**src/rtl/sram_pkg.sv**
```systemverilog
// Shared types and defaults for the SRAM data-port OBI arbiter.
// in_window() decides whether a byte address falls inside the SRAM window.
package sram_pkg;

    localparam logic [31:0] SRAM_BASE_ADDR  = 32'h8000_0000;
    localparam int unsigned SRAM_SIZE_BYTES = 32768;
    localparam logic [31:0] SRAM_ERR_RDATA  = 32'hDEAD_BEEF;

    typedef struct packed {
        logic [31:0] addr;
        logic        we;
        logic [3:0]  be;
        logic [31:0] wdata;
    } obi_req_t;

    typedef struct packed {
        logic        rvalid;
        logic [31:0] rdata;
        logic        err;
    } obi_rsp_t;

    typedef struct packed {
        logic valid;
        logic owner;
        logic err;
    } rsp_track_t;

    // The offset compare alone would wrap for addresses below base, so both checks are needed.
    function automatic logic in_window(input logic [31:0] addr, input logic [31:0] base,
                                       input int unsigned size);
        logic [31:0] off;
        off = addr - base;
        return (addr >= base) && (off < size);
    endfunction

endpackage

```
**src/rtl/sram_d_obi_arb_if.sv**
```systemverilog
// OBI request/response bundle used for both arbiter masters and the SRAM data port.
// The master modport drives the request side; the slave modport answers.
interface sram_d_obi_arb_if;

    logic        req;
    logic        gnt;
    logic [31:0] addr;
    logic        we;
    logic [3:0]  be;
    logic [31:0] wdata;
    logic        rvalid;
    logic [31:0] rdata;
    logic        err;

    modport master (
        output req, addr, we, be, wdata,
        input  gnt, rvalid, rdata, err
    );

    modport slave (
        input  req, addr, we, be, wdata,
        output gnt, rvalid, rdata, err
    );

endinterface

```
**src/rtl/rr_arb2.sv**
```systemverilog
// Two-way round-robin picker; the priority pointer flips away from whoever
// completed a handshake and holds otherwise.
module rr_arb2 (
    input  logic       clk_i,
    input  logic       rst_ni,
    input  logic [1:0] req_i,
    input  logic       ack_i,
    output logic       gnt_idx_o,
    output logic       gnt_valid_o
);

    logic prio_q;

    always_comb begin
        gnt_valid_o = |req_i;
        if (&req_i) begin
            gnt_idx_o = prio_q;
        end else begin
            gnt_idx_o = req_i[1];
        end
    end

    always_ff @(posedge clk_i or negedge rst_ni) begin
        if (!rst_ni) begin
            prio_q <= 1'b0;
        end else if (ack_i) begin
            prio_q <= ~gnt_idx_o;
        end
    end

endmodule

```
**src/rtl/sram_d_obi_arb.sv**
```systemverilog
// Two-master OBI arbiter in front of the SRAM data port: round-robin pick, window check
// with local error responses, and 1-cycle response routing back to the granted master.
module sram_d_obi_arb
    import sram_pkg::*;
#(
    parameter logic [31:0] BASE_ADDR  = SRAM_BASE_ADDR,
    parameter int unsigned SIZE_BYTES = SRAM_SIZE_BYTES,
    parameter logic [31:0] ERR_RDATA  = SRAM_ERR_RDATA
) (
    input  logic              clk_i,
    input  logic              rst_ni,
    sram_d_obi_arb_if.slave   m0_io,
    sram_d_obi_arb_if.slave   m1_io,
    sram_d_obi_arb_if.master  s_io
);

    // Holds all request paths off until the first clock after reset release.
    logic       active_q;
    obi_req_t   req_pl [2];
    logic [1:0] req_vec;
    logic [1:0] legal_vec;
    logic       win_idx;
    logic       win_valid;
    logic       win_legal;
    obi_req_t   win_pl;
    obi_req_t   s_pl;
    logic       s_req;
    logic       granted;
    logic [1:0] gnt_vec;
    rsp_track_t rsp_q;
    rsp_track_t rsp_d;
    obi_rsp_t   rsp [2];
    logic       unused_s_err;

    assign unused_s_err = s_io.err;

    always_comb begin
        req_pl[0].addr  = m0_io.addr;
        req_pl[0].we    = m0_io.we;
        req_pl[0].be    = m0_io.be;
        req_pl[0].wdata = m0_io.wdata;
        req_pl[1].addr  = m1_io.addr;
        req_pl[1].we    = m1_io.we;
        req_pl[1].be    = m1_io.be;
        req_pl[1].wdata = m1_io.wdata;
        req_vec         = {m1_io.req, m0_io.req} & {2{active_q}};
        for (int i = 0; i < 2; i++) begin
            legal_vec[i] = in_window(req_pl[i].addr, BASE_ADDR, SIZE_BYTES);
        end
    end

    rr_arb2 u_rr_arb2 (
        .clk_i       (clk_i),
        .rst_ni      (rst_ni),
        .req_i       (req_vec),
        .ack_i       (granted),
        .gnt_idx_o   (win_idx),
        .gnt_valid_o (win_valid)
    );

    // Out-of-window winners are granted locally and never see the SRAM.
    always_comb begin
        win_pl    = req_pl[win_idx];
        win_legal = legal_vec[win_idx];
        s_req     = win_valid && win_legal;
        s_pl      = s_req ? win_pl : '0;
        granted   = win_valid && (win_legal ? s_io.gnt : 1'b1);
        gnt_vec   = granted ? (win_idx ? 2'b10 : 2'b01) : 2'b00;

        s_io.req   = s_req;
        s_io.addr  = s_pl.addr;
        s_io.we    = s_pl.we;
        s_io.be    = s_pl.be;
        s_io.wdata = s_pl.wdata;

        m0_io.gnt  = gnt_vec[0];
        m1_io.gnt  = gnt_vec[1];
    end

    always_comb begin
        rsp_d = '0;
        if (granted) begin
            rsp_d.valid = 1'b1;
            rsp_d.owner = win_idx;
            rsp_d.err   = ~win_legal;
        end
    end

    always_ff @(posedge clk_i or negedge rst_ni) begin
        if (!rst_ni) begin
            active_q <= 1'b0;
            rsp_q    <= '0;
        end else begin
            active_q <= 1'b1;
            rsp_q    <= rsp_d;
        end
    end

    // SRAM responses outside a tracked legal slot are dropped here.
    always_comb begin
        rsp[0] = '0;
        rsp[1] = '0;
        if (rsp_q.valid) begin
            if (rsp_q.err) begin
                rsp[rsp_q.owner].rvalid = 1'b1;
                rsp[rsp_q.owner].rdata  = ERR_RDATA;
                rsp[rsp_q.owner].err    = 1'b1;
            end else begin
                rsp[rsp_q.owner].rvalid = s_io.rvalid;
                rsp[rsp_q.owner].rdata  = s_io.rdata;
                rsp[rsp_q.owner].err    = 1'b0;
            end
        end

        m0_io.rvalid = rsp[0].rvalid;
        m0_io.rdata  = rsp[0].rdata;
        m0_io.err    = rsp[0].err;
        m1_io.rvalid = rsp[1].rvalid;
        m1_io.rdata  = rsp[1].rdata;
        m1_io.err    = rsp[1].err;
    end

endmodule

```
**src/flat_wrapper.sv**
```systemverilog
// flat-port wrapper written by rule: the top's interface ports become plain ports
module sram_d_obi_arb_flat import sram_pkg::*;
#(
    parameter logic [31:0] BASE_ADDR  = SRAM_BASE_ADDR,
    parameter int unsigned SIZE_BYTES = SRAM_SIZE_BYTES,
    parameter logic [31:0] ERR_RDATA  = SRAM_ERR_RDATA
)
  (clk_i, rst_ni, m0_io_req, m0_io_addr, m0_io_we, m0_io_be, m0_io_wdata, m0_io_gnt, m0_io_rvalid, m0_io_rdata, m0_io_err, m1_io_req, m1_io_addr, m1_io_we, m1_io_be, m1_io_wdata, m1_io_gnt, m1_io_rvalid, m1_io_rdata, m1_io_err, s_io_req, s_io_addr, s_io_we, s_io_be, s_io_wdata, s_io_gnt, s_io_rvalid, s_io_rdata, s_io_err);
  sram_d_obi_arb_if m0_io_i ();
  sram_d_obi_arb_if m1_io_i ();
  sram_d_obi_arb_if s_io_i ();
  input  logic clk_i;
  input  logic rst_ni;
  input wire logic [$bits(m0_io_i.req)-1:0] m0_io_req;
  input wire logic [$bits(m0_io_i.addr)-1:0] m0_io_addr;
  input wire logic [$bits(m0_io_i.we)-1:0] m0_io_we;
  input wire logic [$bits(m0_io_i.be)-1:0] m0_io_be;
  input wire logic [$bits(m0_io_i.wdata)-1:0] m0_io_wdata;
  output wire logic [$bits(m0_io_i.gnt)-1:0] m0_io_gnt;
  output wire logic [$bits(m0_io_i.rvalid)-1:0] m0_io_rvalid;
  output wire logic [$bits(m0_io_i.rdata)-1:0] m0_io_rdata;
  output wire logic [$bits(m0_io_i.err)-1:0] m0_io_err;
  input wire logic [$bits(m1_io_i.req)-1:0] m1_io_req;
  input wire logic [$bits(m1_io_i.addr)-1:0] m1_io_addr;
  input wire logic [$bits(m1_io_i.we)-1:0] m1_io_we;
  input wire logic [$bits(m1_io_i.be)-1:0] m1_io_be;
  input wire logic [$bits(m1_io_i.wdata)-1:0] m1_io_wdata;
  output wire logic [$bits(m1_io_i.gnt)-1:0] m1_io_gnt;
  output wire logic [$bits(m1_io_i.rvalid)-1:0] m1_io_rvalid;
  output wire logic [$bits(m1_io_i.rdata)-1:0] m1_io_rdata;
  output wire logic [$bits(m1_io_i.err)-1:0] m1_io_err;
  output wire logic [$bits(s_io_i.req)-1:0] s_io_req;
  output wire logic [$bits(s_io_i.addr)-1:0] s_io_addr;
  output wire logic [$bits(s_io_i.we)-1:0] s_io_we;
  output wire logic [$bits(s_io_i.be)-1:0] s_io_be;
  output wire logic [$bits(s_io_i.wdata)-1:0] s_io_wdata;
  input wire logic [$bits(s_io_i.gnt)-1:0] s_io_gnt;
  input wire logic [$bits(s_io_i.rvalid)-1:0] s_io_rvalid;
  input wire logic [$bits(s_io_i.rdata)-1:0] s_io_rdata;
  input wire logic [$bits(s_io_i.err)-1:0] s_io_err;
  assign m0_io_i.req = m0_io_req;
  assign m0_io_i.addr = m0_io_addr;
  assign m0_io_i.we = m0_io_we;
  assign m0_io_i.be = m0_io_be;
  assign m0_io_i.wdata = m0_io_wdata;
  assign m0_io_gnt = m0_io_i.gnt;
  assign m0_io_rvalid = m0_io_i.rvalid;
  assign m0_io_rdata = m0_io_i.rdata;
  assign m0_io_err = m0_io_i.err;
  assign m1_io_i.req = m1_io_req;
  assign m1_io_i.addr = m1_io_addr;
  assign m1_io_i.we = m1_io_we;
  assign m1_io_i.be = m1_io_be;
  assign m1_io_i.wdata = m1_io_wdata;
  assign m1_io_gnt = m1_io_i.gnt;
  assign m1_io_rvalid = m1_io_i.rvalid;
  assign m1_io_rdata = m1_io_i.rdata;
  assign m1_io_err = m1_io_i.err;
  assign s_io_req = s_io_i.req;
  assign s_io_addr = s_io_i.addr;
  assign s_io_we = s_io_i.we;
  assign s_io_be = s_io_i.be;
  assign s_io_wdata = s_io_i.wdata;
  assign s_io_i.gnt = s_io_gnt;
  assign s_io_i.rvalid = s_io_rvalid;
  assign s_io_i.rdata = s_io_rdata;
  assign s_io_i.err = s_io_err;
  sram_d_obi_arb #(.BASE_ADDR(BASE_ADDR), .SIZE_BYTES(SIZE_BYTES), .ERR_RDATA(ERR_RDATA)) u_core (.clk_i(clk_i), .rst_ni(rst_ni), .m0_io(m0_io_i), .m1_io(m1_io_i), .s_io(s_io_i));
endmodule
```
**config.mk**
```make
export PLATFORM = sky130hd
export DESIGN_NAME = sram_d_obi_arb_flat
export DESIGN_NICKNAME = d
export VERILOG_FILES = /design/src/rtl/sram_pkg.sv /design/src/rtl/sram_d_obi_arb_if.sv /design/src/rtl/rr_arb2.sv /design/src/rtl/sram_d_obi_arb.sv /design/src/flat_wrapper.sv
export SDC_FILE = /design/constraint.sdc
export NUM_CORES = 1
export LEC_CHECK = 0
export CORE_AREA = 10 10 115 117
export CTS_BUF_LIST = sky130_fd_sc_hd__clkbuf_2
export DETAILED_ROUTE_END_ITERATION = 10
export DIE_AREA = 0 0 125 127
export GPL_ROUTABILITY_DRIVEN = 1
export GPL_TIMING_DRIVEN = 0
export PLACE_DENSITY = 0.67
export SYNTH_ARGS = -nofsm -noshare
export SYNTH_HDL_FRONTEND = slang
export SYNTH_SLANG_ARGS = --single-unit
export TNS_END_PERCENT = 30
```
**constraint.sdc**
```tcl
create_clock -name clk_i -period 2.1 [get_ports clk_i]
set_input_delay 0.315 -clock clk_i [delete_from_list [all_inputs] [get_ports clk_i]]
set_output_delay 0.315 -clock clk_i [all_outputs]
set_load 0.005 [all_outputs]
```
==> results of run 1 <==
## cell families after synthesis
logic type | after synthesis | share of synthesized area (%)
buffers and inverters | 47 | 15.1
and+or+nand+nor | 233 | 50.9
DFF | 5 | 6.70
AOI/OAI and AO/OA | 60 | 26.9
other | 2 | 0.402
## worst max-delay path, stage by stage
cell	delay [ps]
dlygate4sd2_1	240
or4_4	530
nor4_4	260
o21bai_4	190
buf_12	200
clkbuf_16	150
a21oi_2	100
buf_2	130
## power groups by stage
| stage | Sequential [W] | Combinational [W] | Clock [W] |
|---|---|---|---|
| floorplan | 0.000108 | 0.000237 | 0 |
| CTS | 0.000108 | 0.000789 | 0.0000949 |
| detailed placement | 0.000109 | 0.000761 | 0 |
| global placement | 0.000109 | 0.000753 | 0 |
| finish | 0.000109 | 0.000799 | 0.0000938 |
| global route | 0.000110 | 0.000859 | 0.0000992 |
## state kept, by name, indices dropped and copies added (netlist names)
signal,cells
u_core.active_q,1
u_core.u_rr_arb2.prio_q,1
u_core.rsp_q,3
## layout make-up
type,count,share of cell area [%]
timing repair buffer,320,56.8
multi-input combinational,310,31.2
buffer,40,5.68
tap,143,3.29
sequential,5,2.30
clock buffer,4,0.368
inverter,4,0.345
## timing repair
item | in CTS | in global routing
buffers inserted | 15 | 3
gates cloned | 2 | 1
pin swaps | 12 | 14
resized for setup | 299 | 75
endpoints found under the setup margin | 126 | 112
## cell usage in the layout (no fill, tap or decap), types with 5 or more instances in the layout
| cell type | synthesis | final |
|---|---|---|
| clkdlybuf4s50_1 | 0 | 188 |
| buf_12 | 0 | 7 |
| dlymetal6s2s_1 | 0 | 44 |
| clkbuf_1 | 21 | 7 |
| dfrtp_1 | 5 | 5 |
| nand2_1 | 115 | 113 |
| nor4_1 | 6 | 5 |
| buf_6 | 6 | 7 |
| nor2_1 | 97 | 95 |
| a21oi_2 | 48 | 50 |
| clkbuf_2 | 0 | 9 |
| buf_4 | 16 | 32 |
| conb_1 | 2 | 17 |
| buf_2 | 0 | 57 |
## through the flow
| stage | total power, W | cell area [um2] |
|---|---|---|
| 2_1_floorplan | 0.000345 | 1920 |
| 3_3_place_gp | 0.000862 | 5100 |
| 3_5_place_dp | 0.000871 | 5100 |
| 4_1_cts | 0.000991 | 5200 |
| 5_1_grt | 0.00107 | 5440 |
| 6_report | 0.00100 | 5440 |
## routing by layer
layer  vias up  track usage [%]
met4         0             2.98
met2       205             33.1
met3        10             7.28
met1      1585             16.3
li1       1746                -
met5         -                0
## worst paths after layout
check | from | endpoint | cells after the start
max in group asynchronous | rst_ni | u_core.rsp_q[2] | 1
min in group clk_i | m1_io_addr[31] | u_core.u_rr_arb2.prio_q | 4
hold reg to reg | u_core.u_rr_arb2.prio_q | u_core.u_rr_arb2.prio_q | 2
hold / removal | rst_ni | u_core.rsp_q[1] | 1
setup reg to reg | u_core.u_rr_arb2.prio_q | u_core.u_rr_arb2.prio_q | 6
setup / recovery | m0_io_addr[22] | s_io_wdata[22] | 8
==> flow_summary.json, run 1 <==
{
  "placed_cells": 804,
  "status": "finished, violations left",
  "combPwrFrac_pct": 79.7,
  "overflow": 0,
  "boundaryPins": 317,
  "multiInputGateArea_um2": 1700,
  "gp_congestion": 0.866,
  "area_growth_pct": 191,
  "clockPowerShare_pct": 9.4,
  "p_switching_w": 0.000369,
  "max_freq_ghz": 0.412,
  "crit_required_ps": 1780,
  "yosysMostFrequentCell": "nand2_1",
  "seq_area_frac_synth_pct": 6.70,
  "io_buffer_count": 299,
  "clockRootBuffer": "clkbuf_2",
  "timing.final.crit_share_pct": 116,
  "drtIter0Drc": 91,
  "setup-tns-final_ps": -14560,
  "yosysWarnings": 0,
  "synthArstFlopShare_pct": 100,
  "violations": "negative setup slack",
  "numCtsBuffers": 3,
  "synth_top_area_share_pct": 23.1,
  "antenna_cells": 0,
  "die_w_um": 125,
  "ys.flop_type": "dfrtp_1",
  "place_hpwl_um": 12900,
  "drive_gt1_share_pct": 28.6,
  "finalHoldViolCount": 0,
  "seqPwrFrac_pct": 10.9,
  "relSlewSlack_pct": 66.4,
  "ys_top_cells_by_count": "115 x nand2_1, 97 x nor2_1, 48 x a21oi_2",
  "drv_cap": 0,
  "sw_frac_of_total_pct": 36.8,
  "cts_tree": "done",
  "drtAntennaViolNets": 0,
  "setup_violations": 56,
  "fin_nets": 861,
  "dieArea_um2": 15900,
  "rows": 39,
  "leakage_nw": 2.94,
  "peakVddDrop_uv": 105,
  "internal_power_w": 0.000633,
  "grt_first_pass_wirelength_um": 22000,
  "final_cell_count_no_fill": 826,
  "cts-htree-levels": 1,
  "seq_area_um2": 125,
  "fillCellCount": 1128,
  "path_max_fanout": 6,
  "cts_buffer_depth": 2,
  "fp.coreArea_um2": 11100,
  "drc": 0,
  "synth_cells": 347,
  "hold_ws_ps": 306,
  "hold_path.class": "primary input to async pin",
  "top_layer_used": "met4",
  "min_period_ps": 2430,
  "synth_area_leader_cell": "nand2_1",
  "worstPathArrival_ps": 2110,
  "viasPerCell": 4.29,
  "routed_wl_um": 15400,
  "synth_edf_count": 0,
  "syn_area_per_cell_um2": 5.38,
  "grt_pass1_vias": 3879,
  "skew_ps": 10.4,
  "ys_seq_elements": 5,
  "cts.sinks": 5,
  "drt-pass1-iter-count": 4,
  "r2r_setup_slack_ps": 580,
  "cp-end-kind": "output port",
  "yosys-top-cells-area": "nand2_1 23%, a21oi_2 23%, nor2_1 19%, dfrtp_1 6.7%, buf_4 6.4%",
  "grt_max_degree": 11,
  "worst_slew_pin_slew_ps": 503,
  "worstSetupPathType": "primary input to output port",
  "antenna_found_initial": 0,
  "insertion_delay_ps": 220,
  "setup_ws_ps": -327,
  "drt-met1-wl_um": 5410,
  "synth_cell_types": 29,
  "rsz0062_at_grt": "yes",
  "wl_per_cell_um": 18.7,
  "met3WireLength_um": 1710,
  "critPathLaunchType": "primary input",
  "maxSlewViolCount": 0,
  "pre_cts_slack_ps": -1370,
  "power_density_nw_per_um2": 184,
  "post-route-util_pct": 48.9,
  "dr_total_vias": 3546,
  "clkTransAtPathRegs_ps": 70,
  "syn_area_um2": 1870,
  "met2_length_um": 8130,
  "track_usage_pct": 17.0,
  "ctsHoldBuffers": 0,
  "start_util_pct": 16.8,
  "die_h_um": 127
}
Note: power is estimated with default switching activity, not from simulation.
==> inputs of run 2 (changes only) <==
--- a/config.mk
+++ b/config.mk
@@ -11,7 +11,7 @@
 export DIE_AREA = 0 0 125 127
 export GPL_ROUTABILITY_DRIVEN = 1
 export GPL_TIMING_DRIVEN = 0
-export PLACE_DENSITY = 0.67
+export PLACE_DENSITY_LB_ADDON = 0.08
 export SYNTH_ARGS = -nofsm -noshare
 export SYNTH_HDL_FRONTEND = slang
 export SYNTH_SLANG_ARGS = --single-unit
==> run 2 against run 1 <==
The flow still finishes with violations (negative setup slack). Utilization down 0.39 points. Sequential share of layout area hardly changed. Worst setup slack worse by 14 ps. Global-route usage up 0.67 points. Largest power group unchanged. Cell count shrank 0.48%. Sequential power about the same.
==> flow_summary.json, run 2 (synthesis results as in run 1) <==
{
  "status": "finished, violations left",
  "violations": "negative setup slack",
  "maxSlewViolCount": 0,
  "cts_buffer_depth": 2,
  "antenna_cells": 0,
  "crit_path_top_delay_cell": "or4_4",
  "grt_pass1_vias": 3703,
  "cts-htree-levels": 1,
  "worstSetupPathType": "primary input to output port",
  "cp_cell_sequence": "dlygate4sd2_1 -> or4_4 -> nor3_4 -> and4_4 -> o21bai_4 -> buf_12 -> buf_12 -> a21oi_4 -> buf_2",
  "post-route-util_pct": 48.5,
  "viasPerCell": 4.24,
  "relSlewSlack_pct": 67.2,
  "critPathLaunchType": "primary input",
  "grt_max_degree": 11,
  "crit_required_ps": 1780,
  "top_regs": "u_core.rsp_q: 3 flops, u_core.active_q: 1 flops, u_core.u_rr_arb2.prio_q: 1 flops",
  "mostFrequentLayoutCell": "clkdlybuf4s50_1",
  "largest_reg_flops": 3,
  "max_freq_ghz": 0.410,
  "fp.coreArea_um2": 11100,
  "path_max_fanout": 7,
  "pre_cts_slack_ps": -1250,
  "die_w_um": 125,
  "gp_congestion": 0.904,
  "critical-path-top-delay-family": "simple AND/OR/NAND/NOR gates",
  "dr_total_vias": 3488,
  "clockRootBuffer": "clkbuf_2",
  "power_density_nw_per_um2": 182,
  "cp-end-kind": "output port",
  "routed_wl_um": 15800,
  "rows": 39,
  "leakage_nw": 2.64,
  "overflow": 0,
  "cts_tree": "done",
  "rsz0062_at_grt": "yes",
  "mostFrequentLayoutCells": "209 x clkdlybuf4s50_1, 114 x nand2_1, 96 x nor2_1",
  "start_util_pct": 16.8,
  "drt-pass1-iter-count": 4,
  "worst-r2r-cell-count": 8,
  "max_stage_delay_ps": 540,
  "fillCellCount": 1163,
  "skew_ps": 0.546,
  "setup_violations": 56,
  "boundaryPins": 317,
  "track_usage_pct": 17.6,
  "cpMostUsedCell": "buf_12",
  "worst_slew_pin_slew_ps": 487,
  "r2r_setup_slack_ps": 410,
  "fin_nets": 857,
  "drtIter0Drc": 114,
  "antenna_found_initial": 0,
  "area_growth_pct": 189,
  "drive_gt1_share_pct": 27.7,
  "numCtsBuffers": 3,
  "wl_per_cell_um": 19.2,
  "hold_path.class": "primary input to async pin",
  "drtAntennaViolNets": 0,
  "setup_ws_ps": -341,
  "finalHoldViolCount": 0,
  "insertion_delay_ps": 230,
  "die_h_um": 127,
  "cts.sinks": 5,
  "regMostFlops": "u_core.rsp_q",
  "place_hpwl_um": 13800,
  "clkTransAtPathRegs_ps": 60,
  "io_buffer_count": 299,
  "peakVddDrop_uv": 80.3,
  "timing.final.crit_share_pct": 116,
  "critPathBufInv": 4,
  "r2r-start": "u_core.u_rr_arb2.prio_q",
  "dieArea_um2": 15900,
  "min_period_ps": 2440,
  "drv_cap": 0,
  "drc": 0,
  "worstPathArrival_ps": 2130,
  "grt_first_pass_wirelength_um": 22500,
  "r2r-end": "u_core.u_rr_arb2.prio_q"
}
[run 2: changes by cell type in the layout (fill, tap and decap cells not counted), sizes merged, moves of 3 or more]
cell           previous run  this run
clkdlybuf4s50           188       209
buf                     105       100
dlymetal6s2s             44        24
dlygate4sd2               3         6
clkdlybuf4s15             4         0
[run 2: worst max path at each step]
| stage | slack (ps) | startpoint | end | depth (start not counted) |
|---|---|---|---|---|
| 4_1_cts | -470 | m1_io_addr[30] | s_io_we | 9 |
| 2_1_floorplan | 100 | m1_io_addr[20] | s_io_addr[0] | 7 |
| 3_5_place_dp | -1250 | m1_io_addr[31] | s_io_wdata[17] | 9 |
| 3_3_place_gp | -1270 | m1_io_req | s_io_we | 9 |
| 6_report | -340 | m1_io_addr[23] | s_io_we | 9 |
| 5_1_grt | -410 | m1_io_req | s_io_wdata[8] | 9 |
[run 2: layout make-up]
type                       instances  area, um2  share of cell area, %
inverter                           4       16.3                  0.302
sequential                         5        125                   2.32
timing repair buffer             315       3040                   56.3
multi-input combinational        310       1680                   31.2
clock buffer                       4       20.0                  0.371
tap                              143        179                   3.32
buffer                            41        334                   6.19
[run 2: stage by stage]
stage	hold slack, ps	total power, W	std cells	TNS [ps]	instance area [um2]
finish	324	0.000981	822	-16330	5390
global route	349	0.00105	822	-20810	5390
CTS	316	0.000976	814	-24220	5140
detailed placement	568	0.000862	804	-68120	5100
global placement	559	0.000853	804	-68760	5100
floorplan	19.4	0.000345	362	0	1920
[run 2: timing repair]
action	4_1_cts	5_1_grt
setup buffers	4	6
hold buffers	0	0
cloned	4	2
setup endpoints to repair	125	106
pin swaps	10	13
resized for setup	303	51
[run 2: report_power, final]
| part | internal (W) | switching [W] |
|---|---|---|
| clock network | 0.0000504 | 0.0000433 |
| logic | 0.000478 | 0.000301 |
| registers | 0.000104 | 0.00000606 |
[run 2: metal layers]
metal,GRT usage (%),vias to the layer above,part of all wire (%)
met2,34.8,200,53
met3,9.06,10,12
met1,15.8,1536,33
li1,-,1742,-
met5,0,-,0
met4,3.12,0,0.94
